[src/rtl/sd_spi_pkg.sv]
// rtl/sd_spi_pkg.sv - shared types and idle levels for the SD-card SPI master
package sd_spi_pkg;

  typedef enum logic [1:0] {
    IDLE  = 2'd0,
    LOAD  = 2'd1,
    SHIFT = 2'd2,
    DONE  = 2'd3
  } state_t;

  localparam logic MOSI_IDLE = 1'b1;

endpackage

[src/rtl/sd_spi_sync_fifo.sv]
// rtl/sd_spi_sync_fifo.sv - show-ahead synchronous FIFO used for the TX and RX byte queues
module sd_spi_sync_fifo #(
  parameter int WIDTH = 8,
  parameter int DEPTH = 4
) (
  input  logic             iCLK,
  input  logic             iRST,
  input  logic             push,
  input  logic [WIDTH-1:0] din,
  input  logic             pop,
  output logic [WIDTH-1:0] dout,
  output logic             full,
  output logic             empty
);

  localparam int AW = $clog2(DEPTH);

  logic [WIDTH-1:0] mem [DEPTH];
  logic [AW:0]      wptr;
  logic [AW:0]      rptr;
  logic             do_push;
  logic             do_pop;

  // The extra pointer MSB separates the full and empty cases when the indices match.
  assign empty   = (wptr == rptr);
  assign full    = (wptr[AW] != rptr[AW]) && (wptr[AW-1:0] == rptr[AW-1:0]);
  assign do_pop  = pop && !empty;
  assign do_push = push && (!full || do_pop);
  assign dout    = empty ? '0 : mem[rptr[AW-1:0]];

  always_ff @(posedge iCLK) begin
    if (iRST) begin
      wptr <= '0;
      rptr <= '0;
    end else begin
      if (do_push) wptr <= wptr + (AW+1)'(1);
      if (do_pop)  rptr <= rptr + (AW+1)'(1);
    end
  end

  always_ff @(posedge iCLK) begin
    if (do_push) mem[wptr[AW-1:0]] <= din;
  end

endmodule

[src/rtl/sd_spi_master_fifo.sv]
// rtl/sd_spi_master_fifo.sv - buffered SPI master for the SD-card port
// TX bytes are shifted out MSB first; captured MISO frames land in the RX FIFO.
module sd_spi_master_fifo #(
  parameter int DATA_W     = 8,
  parameter int FIFO_DEPTH = 4,
  parameter int DIV_W      = 8,
  parameter int NUM_CS     = 1,
  parameter int CS_W       = (NUM_CS > 1) ? $clog2(NUM_CS) : 1,
  parameter bit CPOL       = 1'b0,
  parameter bit CPHA       = 1'b0
) (
  input  logic              iCLK,
  input  logic              iRST,
  input  logic              iWrite,
  input  logic [DATA_W-1:0] iWriteData,
  output logic              oTxFull,
  input  logic              iRead,
  output logic [DATA_W-1:0] oReadData,
  output logic              oRxEmpty,
  input  logic [DIV_W-1:0]  iDivider,
  input  logic [CS_W-1:0]   iCsSel,
  input  logic              iCsAssert,
  output logic              oBusy,
  output logic              SD_CLK,
  output logic              SD_MOSI,
  input  logic              SD_MISO,
  output logic [NUM_CS-1:0] SD_CS
);

  import sd_spi_pkg::*;

  localparam int EW = $clog2(2*DATA_W);

  state_t              state;
  state_t              next_state;
  logic [DIV_W-1:0]    div_q;
  logic [DIV_W-1:0]    hcnt;
  logic [EW-1:0]       ecnt;
  logic [DATA_W-1:0]   sr;
  logic                cap;
  logic                sclk_q;
  logic                mosi_q;
  logic [NUM_CS-1:0]   cs_q;
  logic [NUM_CS-1:0]   cs_next;
  logic [DATA_W-1:0]   tx_dout;
  logic                tx_empty;
  logic                rx_full;
  logic                tx_pop;
  logic                rx_push;
  logic                load;
  logic                shifting;
  logic                can_start;
  logic                edge_hit;
  logic                last_edge;
  logic                lead;

  sd_spi_sync_fifo #(.WIDTH(DATA_W), .DEPTH(FIFO_DEPTH)) u_tx_fifo (
    .iCLK  (iCLK),
    .iRST  (iRST),
    .push  (iWrite),
    .din   (iWriteData),
    .pop   (tx_pop),
    .dout  (tx_dout),
    .full  (oTxFull),
    .empty (tx_empty)
  );

  sd_spi_sync_fifo #(.WIDTH(DATA_W), .DEPTH(FIFO_DEPTH)) u_rx_fifo (
    .iCLK  (iCLK),
    .iRST  (iRST),
    .push  (rx_push),
    .din   (sr),
    .pop   (iRead),
    .dout  (oReadData),
    .full  (rx_full),
    .empty (oRxEmpty)
  );

  assign can_start = !tx_empty && !rx_full;
  assign edge_hit  = (state == SHIFT) && (hcnt == div_q);
  assign last_edge = edge_hit && (ecnt == EW'(2*DATA_W-1));
  assign lead      = !ecnt[0];

  always_ff @(posedge iCLK) begin
    if (iRST) state <= IDLE;
    else      state <= next_state;
  end

  // A frame that finishes with RX still full waits in DONE rather than dropping data.
  always_comb begin
    next_state = state;
    case (state)
      IDLE:    if (can_start) next_state = LOAD;
      LOAD:    next_state = SHIFT;
      SHIFT:   if (last_edge) next_state = DONE;
      DONE: begin
        if (rx_full)        next_state = DONE;
        else if (!tx_empty) next_state = LOAD;
        else                next_state = IDLE;
      end
      default: next_state = IDLE;
    endcase
  end

  always_comb begin
    tx_pop   = 1'b0;
    rx_push  = 1'b0;
    load     = 1'b0;
    shifting = 1'b0;
    case (state)
      LOAD:  begin tx_pop = 1'b1; load = 1'b1; end
      SHIFT: shifting = 1'b1;
      DONE:  rx_push = !rx_full;
      default: ;
    endcase
  end

  always_comb begin
    cs_next = '1;
    for (int i = 0; i < NUM_CS; i++) begin
      if (iCsAssert && (int'(iCsSel) == i)) cs_next[i] = 1'b0;
    end
  end

  always_ff @(posedge iCLK) begin
    if (iRST) begin
      div_q  <= '0;
      hcnt   <= '0;
      ecnt   <= '0;
      sr     <= '0;
      cap    <= 1'b0;
      sclk_q <= CPOL;
      mosi_q <= MOSI_IDLE;
      cs_q   <= '1;
    end else begin
      if (state == IDLE) cs_q <= cs_next;
      if (load) begin
        sr     <= tx_dout;
        div_q  <= iDivider;
        hcnt   <= '0;
        ecnt   <= '0;
        mosi_q <= (CPHA == 1'b0) ? tx_dout[DATA_W-1] : MOSI_IDLE;
      end
      if (shifting) begin
        if (edge_hit) begin
          hcnt   <= '0;
          ecnt   <= ecnt + EW'(1);
          sclk_q <= !sclk_q;
          if (lead) begin
            if (CPHA == 1'b0) cap    <= SD_MISO;
            else              mosi_q <= sr[DATA_W-1];
          end else if (CPHA == 1'b0) begin
            sr     <= {sr[DATA_W-2:0], cap};
            mosi_q <= last_edge ? MOSI_IDLE : sr[DATA_W-2];
          end else begin
            sr <= {sr[DATA_W-2:0], SD_MISO};
            if (last_edge) mosi_q <= MOSI_IDLE;
          end
        end else begin
          hcnt <= hcnt + DIV_W'(1);
        end
      end
    end
  end

  assign SD_CLK  = sclk_q;
  assign SD_MOSI = mosi_q;
  assign SD_CS   = cs_q;
  assign oBusy   = (state != IDLE) || !tx_empty;

endmodule
[config.mk]
export PLATFORM = sky130hd
export DESIGN_NAME = sd_spi_master_fifo
export DESIGN_NICKNAME = d
export VERILOG_FILES = /design/src/rtl/sd_spi_pkg.sv /design/src/rtl/sd_spi_sync_fifo.sv /design/src/rtl/sd_spi_master_fifo.sv
export SDC_FILE = /design/constraint.sdc
export NUM_CORES = 1
export LEC_CHECK = 0
export CAP_MARGIN = 10
export CORE_UTILIZATION = 40
export DETAILED_ROUTE_END_ITERATION = 10
export PLACE_DENSITY = 0.55
export SETUP_SLACK_MARGIN = 0.4
export SLEW_MARGIN = 15
export SYNTH_ARGS = -nofsm -noshare
export SYNTH_HDL_FRONTEND = slang
export SYNTH_SLANG_ARGS = --single-unit
[constraint.sdc]
create_clock -name iCLK -period 3.39 [get_ports iCLK]
set_clock_uncertainty 0.1 [all_clocks]
set_input_delay 0.339 -clock iCLK [delete_from_list [all_inputs] [get_ports iCLK]]
set_output_delay 0.339 -clock iCLK [all_outputs]
set_load 0.03 [all_outputs]
# Word-level counts from Yosys, hierarchy flattened
# Memories as Yosys holds them, arrays and structs flattened. A register that Yosys moved wholly into a read port is not among the register bits.
# Index checks and enable logic that the tools add are counted.
[totals]
reg_bits = 46
latchBits = 0
mem_bits_rw = 64
romBits = 0
elab_cells = 94
mem_count = 2
[mem_list]
columns = ["memory", "words", "word_bits", "rd", "rd_ports_with_merged_regs", "write_ports", "line", "rtl"]
rows = [
  ["u_rx_fifo.mem", 4, 8, 1, 1, 1, "sd_spi_sync_fifo.sv:18", "logic [WIDTH-1:0] mem [DEPTH];"],
  ["u_tx_fifo.mem", 4, 8, 1, 1, 1, "sd_spi_sync_fifo.sv:18", ""],
]
[classes]
add_sub_neg = 6
mul = 0
div_mod_pow = 0
order_cmp = 0
eq_ne = 13
shift = 0
mux = 34
n_bitwise = 2
reduce_logical = 24
[op_table]
columns = ["operator", "count"]
rows = [
  ["8-bit two-way mux", 9],
  ["1-bit two-way mux", 14],
  ["2-bit two-way mux", 7],
  ["3-bit by 1-bit adder with 3-bit output, second input constant", 4],
  ["4-bit two-way mux", 3],
  ["1-bit logical AND", 10],
  ["8-bit by 1-bit adder with 8-bit output, second input constant", 1],
  ["8-bit == test", 1],
  ["2-bit one-hot mux with 4 select lines", 1],
  ["3-bit == test", 2],
  ["1-bit zero test", 5],
  ["4-bit by 1-bit adder with 4-bit output, second input constant", 1],
  ["2-bit == test", 2],
  ["2-bit == test, second input constant", 2],
  ["4-bit == test, second input constant", 1],
  ["2-bit inequality test, second input constant", 2],
  ["2-bit AND reduction", 2],
  ["2-bit nonzero test", 2],
  ["1-bit logical OR", 3],
  ["3-bit AND reduction", 1],
  ["2-bit by 1-bit == test with 1-bit output, second input constant", 1],
  ["2-bit zero test", 1],
  ["1-bit inequality test", 2],
  ["1-bit inverter", 2],
]

# Depth between registers and ports, before layout
[depth]
depth_word = 7
mapped_depth = 8
mapped_depth_nobuf = 6

# Hierarchy
# From an unflattened synthesis, not the netlist that was laid out.
[unflattened]
cells_unflattened = 393
area_unflattened_um2 = 5167.5
[by_module_without_submodules]
columns = ["mod", "instances", "cells_per_inst", "area_per_inst_um2"]
rows = [
  ["sd_spi_sync_fifo", 2, 104, 1707.9],
  ["sd_spi_master_fifo", 1, 185, 1751.7],
]

# Least setup slack after synthesis
# Ideal clock, no wire load.
[synth_timing]
path_type = "reg2out"
start = "register u_rx_fifo.wptr[2]"
end = "output oReadData[0]"
arrival_time_ps = 1532
t_required_ps = 2951
setup_slack_ps = 1419
stages_incl_launch_ff = 5
cell_sequence = "dfxtp_1 > xor2_1 > and3b_1 > clkbuf_1 > nor2b_1"
[synth_between]
elab_chain_cells = 2
[synth_rtl]
columns = ["item", "line", "rtl"]
rows = [
  ["start: declaration", "sd_spi_sync_fifo.sv:19", "logic [AW:0] wptr;"],
  ["start signal: assignment", "sd_spi_sync_fifo.sv:36", "if (do_push) wptr <= wptr + (AW+1)'(1);"],
  ["3-bit == test", "sd_spi_sync_fifo.sv:25", "assign empty = (wptr == rptr);"],
  ["named net oRxEmpty", "sd_spi_master_fifo.sv:19", "output logic oRxEmpty,"],
  ["8-bit two-way mux", "sd_spi_sync_fifo.sv:29", "assign dout = empty ? '0 : mem[rptr[AW-1:0]];"],
  ["end: declaration", "sd_spi_master_fifo.sv:18", "output logic [DATA_W-1:0] oReadData,"],
]
# The timed path passes the listed nets, and every way through them passes these cells.

==> reports/qor.yml <==
run_status:
  status: "complete, but fails checks"
  violations: "design-rule violations"
floorplanning:
  start_util_pct: 41.8
  die-area_um2: 12600
  die_w_um: 112
  fp-row-count: 39
  die_y_um: 112
  ioPinCount: 37
  core_um2: 11600
timing:
  setup_viol: 0
  drv_slew: 0
  post-route-period-util_pct: 82.5
  fmax_mhz: 358
  finalSetupTns_ns: 0
  timing.hold.ws_ns: 0.377
  hold_violations: 0
  relSlewSlack_pct: 38.5
  rsz0062_at_grt: "no"
  fin_crit_ns: 2.80
  tightest_slew_ns: 0.920
synth:
  yosysUniqueCellTypes: 40
  yosys.area.top_type: "edfxtp_1"
  yosysSeqAreaShare_pct: 60.3
  ys_top_cells_by_area: "edfxtp_1 40%, dfxtp_1 21%, mux4_2 7.4%, ha_1 4.1%, xnor2_1 3.3%"
  yosysTopAreaCellShare_pct: 39.6
  yosysWarnings: 0
  synthesis.area_um2: 4850
  postSynthCellCount: 377
  synth_area_per_cell_um2: 12.9
  synth_seq_cells: 114
  syn-num-nets: 416
placement:
  io_buffers: 36
  hpwl_mm: 6.03
  gp_congestion: 0.740
hold_path:
  min_path_type: "register to register"
route:
  vias: 2913
  via_per_inst: 5.09
  wl_mm: 8.87
  ant_nets: 0
  drc: 3
  first_pass_iters: 7
  drtIter0Drc: 115
  wire_per_inst_um: 15.5
job:
  maxCapViolCount: 0
clock_tree:
  cts_sinks: 114
  cts_hold_buf: 0
  postCtsSetupBuffers: 0
  cts_resized: 0
  cts_buffer_depth: 2
  clk_pin_slew_ns: 0.05
  cts_tree: "built"
  htree_levels: 4
  clk_latency_ns: 0.40
  cts_root_buf: "clkbuf_16"
  cts_inserted_buffers: 17
cells_and_area:
  nFillCells: 1036
  most-common-layout-cells: "64 x edfxtp_1, 50 x dfxtp_1, 36 x clkdlybuf4s50_1"
  n_antenna_cell: 0
  register_area_um2: 2920
  layout.nets: 455
  layout_commonest_cell: "edfxtp_1"
  multi_input_area_um2: 1790
  layout-drive-gt1-share_pct: 11.0
  area_delta_synth_final_pct: 20.7
setup_path:
  arrival_ns: 2.36
  crit_required_ns: 2.95
  end_kind: "output pin"
  crit_path_max_incr_delay_ns: 0.65
  worst_path_max_delay_cell: "dfxtp_1"
  cp-start-kind: "register"
  worstSetupPathType: "register to output pin"
  critPathMaxFanout: 8
  path_cells: "mux4_2 -> nor2b_1 -> clkdlybuf4s50_1"
global_routing:
  grt_max_degree: 30
  grt_antenna_before_repair: 0
  overflow: 0
  grt_pass1_vias: 2879
  grt_pass1_wl_mm: 14.6
  grt_use_total_pct: 15.6
pwr:
  vdd_ir_drop_max_uv: 359
  p_leak_uw: 0.00206
  power_density_nw_per_um2: 680
==> logic make-up (layout without fill, tap and decap cells) <==
kind of cell / after synthesis / count (layout) / share of synthesized area [%]
buffers and inverters: 33 / 85 / 2.79
XOR/XNOR: 29 / 29 / 5.24
flip-flops: 114 / 114 / 60.3
multiplexers: 26 / 26 / 9.49
adder cells (fa/ha/maj): 16 / 16 / 4.13
AND/OR/NAND/NOR: 107 / 107 / 11.5
AO/OA/AOI/OAI: 52 / 52 / 6.63
==> synthesized netlist by cell type, drive strengths merged <==
cell type  instances
o41ai              2
o2111ai            1
nor3              10
edfxtp            64
and3              11
o31ai              2
nor2              33
clkbuf            11
a41o               1
a21oi             24
nand3b             2
or3                2
mux4              16
xnor2             18
a21boi             1
mux2i             10
and3b              2
o21ai             14
or4                1
ha                16
nand3              8
and2               4
a211oi             1
nand2b             5
nor3b              1
nor4b              1
nand4              5
o211ai             1
o211a              1
a31oi              4
xor2              11
dfxtp             50
nor2b             11
nand2             11
buf                7
inv               15
==> metrics by stage <==
step                      worst slack (ns)  cells  power, µW  area (µm²)  util, %
after floorplan                       1.42    377       2210        4850        -
after global placement               0.972    540       2430        5330     45.9
after detailed placement             0.958    540       2450        5330     45.9
after CTS                            0.525    572       4030        5850     50.4
after global routing                 0.432    572       4180        5850     50.4
final                                0.593    572       3980        5850     50.4
==> layer usage <==
metal,global-route usage [%],part of all wire (%),vias up
met2,23.9,48,53
met3,5.24,4.0,9
met4,6.49,1.2,0
met5,0,0,-
met1,20.3,47,1398
li1,-,-,1453
==> layout make-up <==
type                    instances  area share [%]
clock buffers                  19            7.40
clock inverters                13            1.62
flip-flops and latches        114            49.9
multi-input cells             230            30.6
well taps                     143            3.06
repair buffers                 38            6.41
inverters                      15           0.962
==> worst max-delay path, delay by kind of cell, from the launching register on <==
| family | cells | cell delay (ns) |
|---|---|---|
| buffers and inverters | 1 | 0.60 |
| flip-flops | 1 | 0.65 |
| multiplexers | 1 | 0.56 |
| AND/OR/NAND/NOR | 1 | 0.14 |
==> flip-flops by register name, indices dropped and copies added, names as in the netlist, 2 cells and up, named ones only <==
| signal | count |
|---|---|
| u_rx_fifo.rptr | 3 |
| sr | 8 |
| u_tx_fifo.mem | 32 |
| state | 2 |
| hcnt | 8 |
| u_tx_fifo.rptr | 3 |
| ecnt | 4 |
| u_rx_fifo.wptr | 3 |
| div_q | 8 |
| u_tx_fifo.wptr | 3 |
| u_rx_fifo.mem | 32 |
==> power breakdown <==
part / internal, µW / leakage, µW / total [µW] / switching, µW
clock: 987 / 0.000248 / 1570 / 584
sequential: 1570 / 0.000991 / 1660 / 91.4
combinational: 319 / 0.000822 / 753 / 433
total: 2870 / 0.00206 / 3980 / 1110
==> worst paths after layout <==
kind / from / cells past startpoint / endpoint / slack, ns
max: register / 3 / oReadData[3] / 0.59
min: cap$_SDFFE_PP0P_ / 2 / cap$_SDFFE_PP0P_ / 0.38
max reg2reg: state[0]$_SDFFE_PP0P_ / 6 / SD_MOSI$_SDFF_PP1_ / 0.96
min reg2reg: cap$_SDFFE_PP0P_ / 2 / cap$_SDFFE_PP0P_ / 0.38
(Power assumes the default switching activity.)
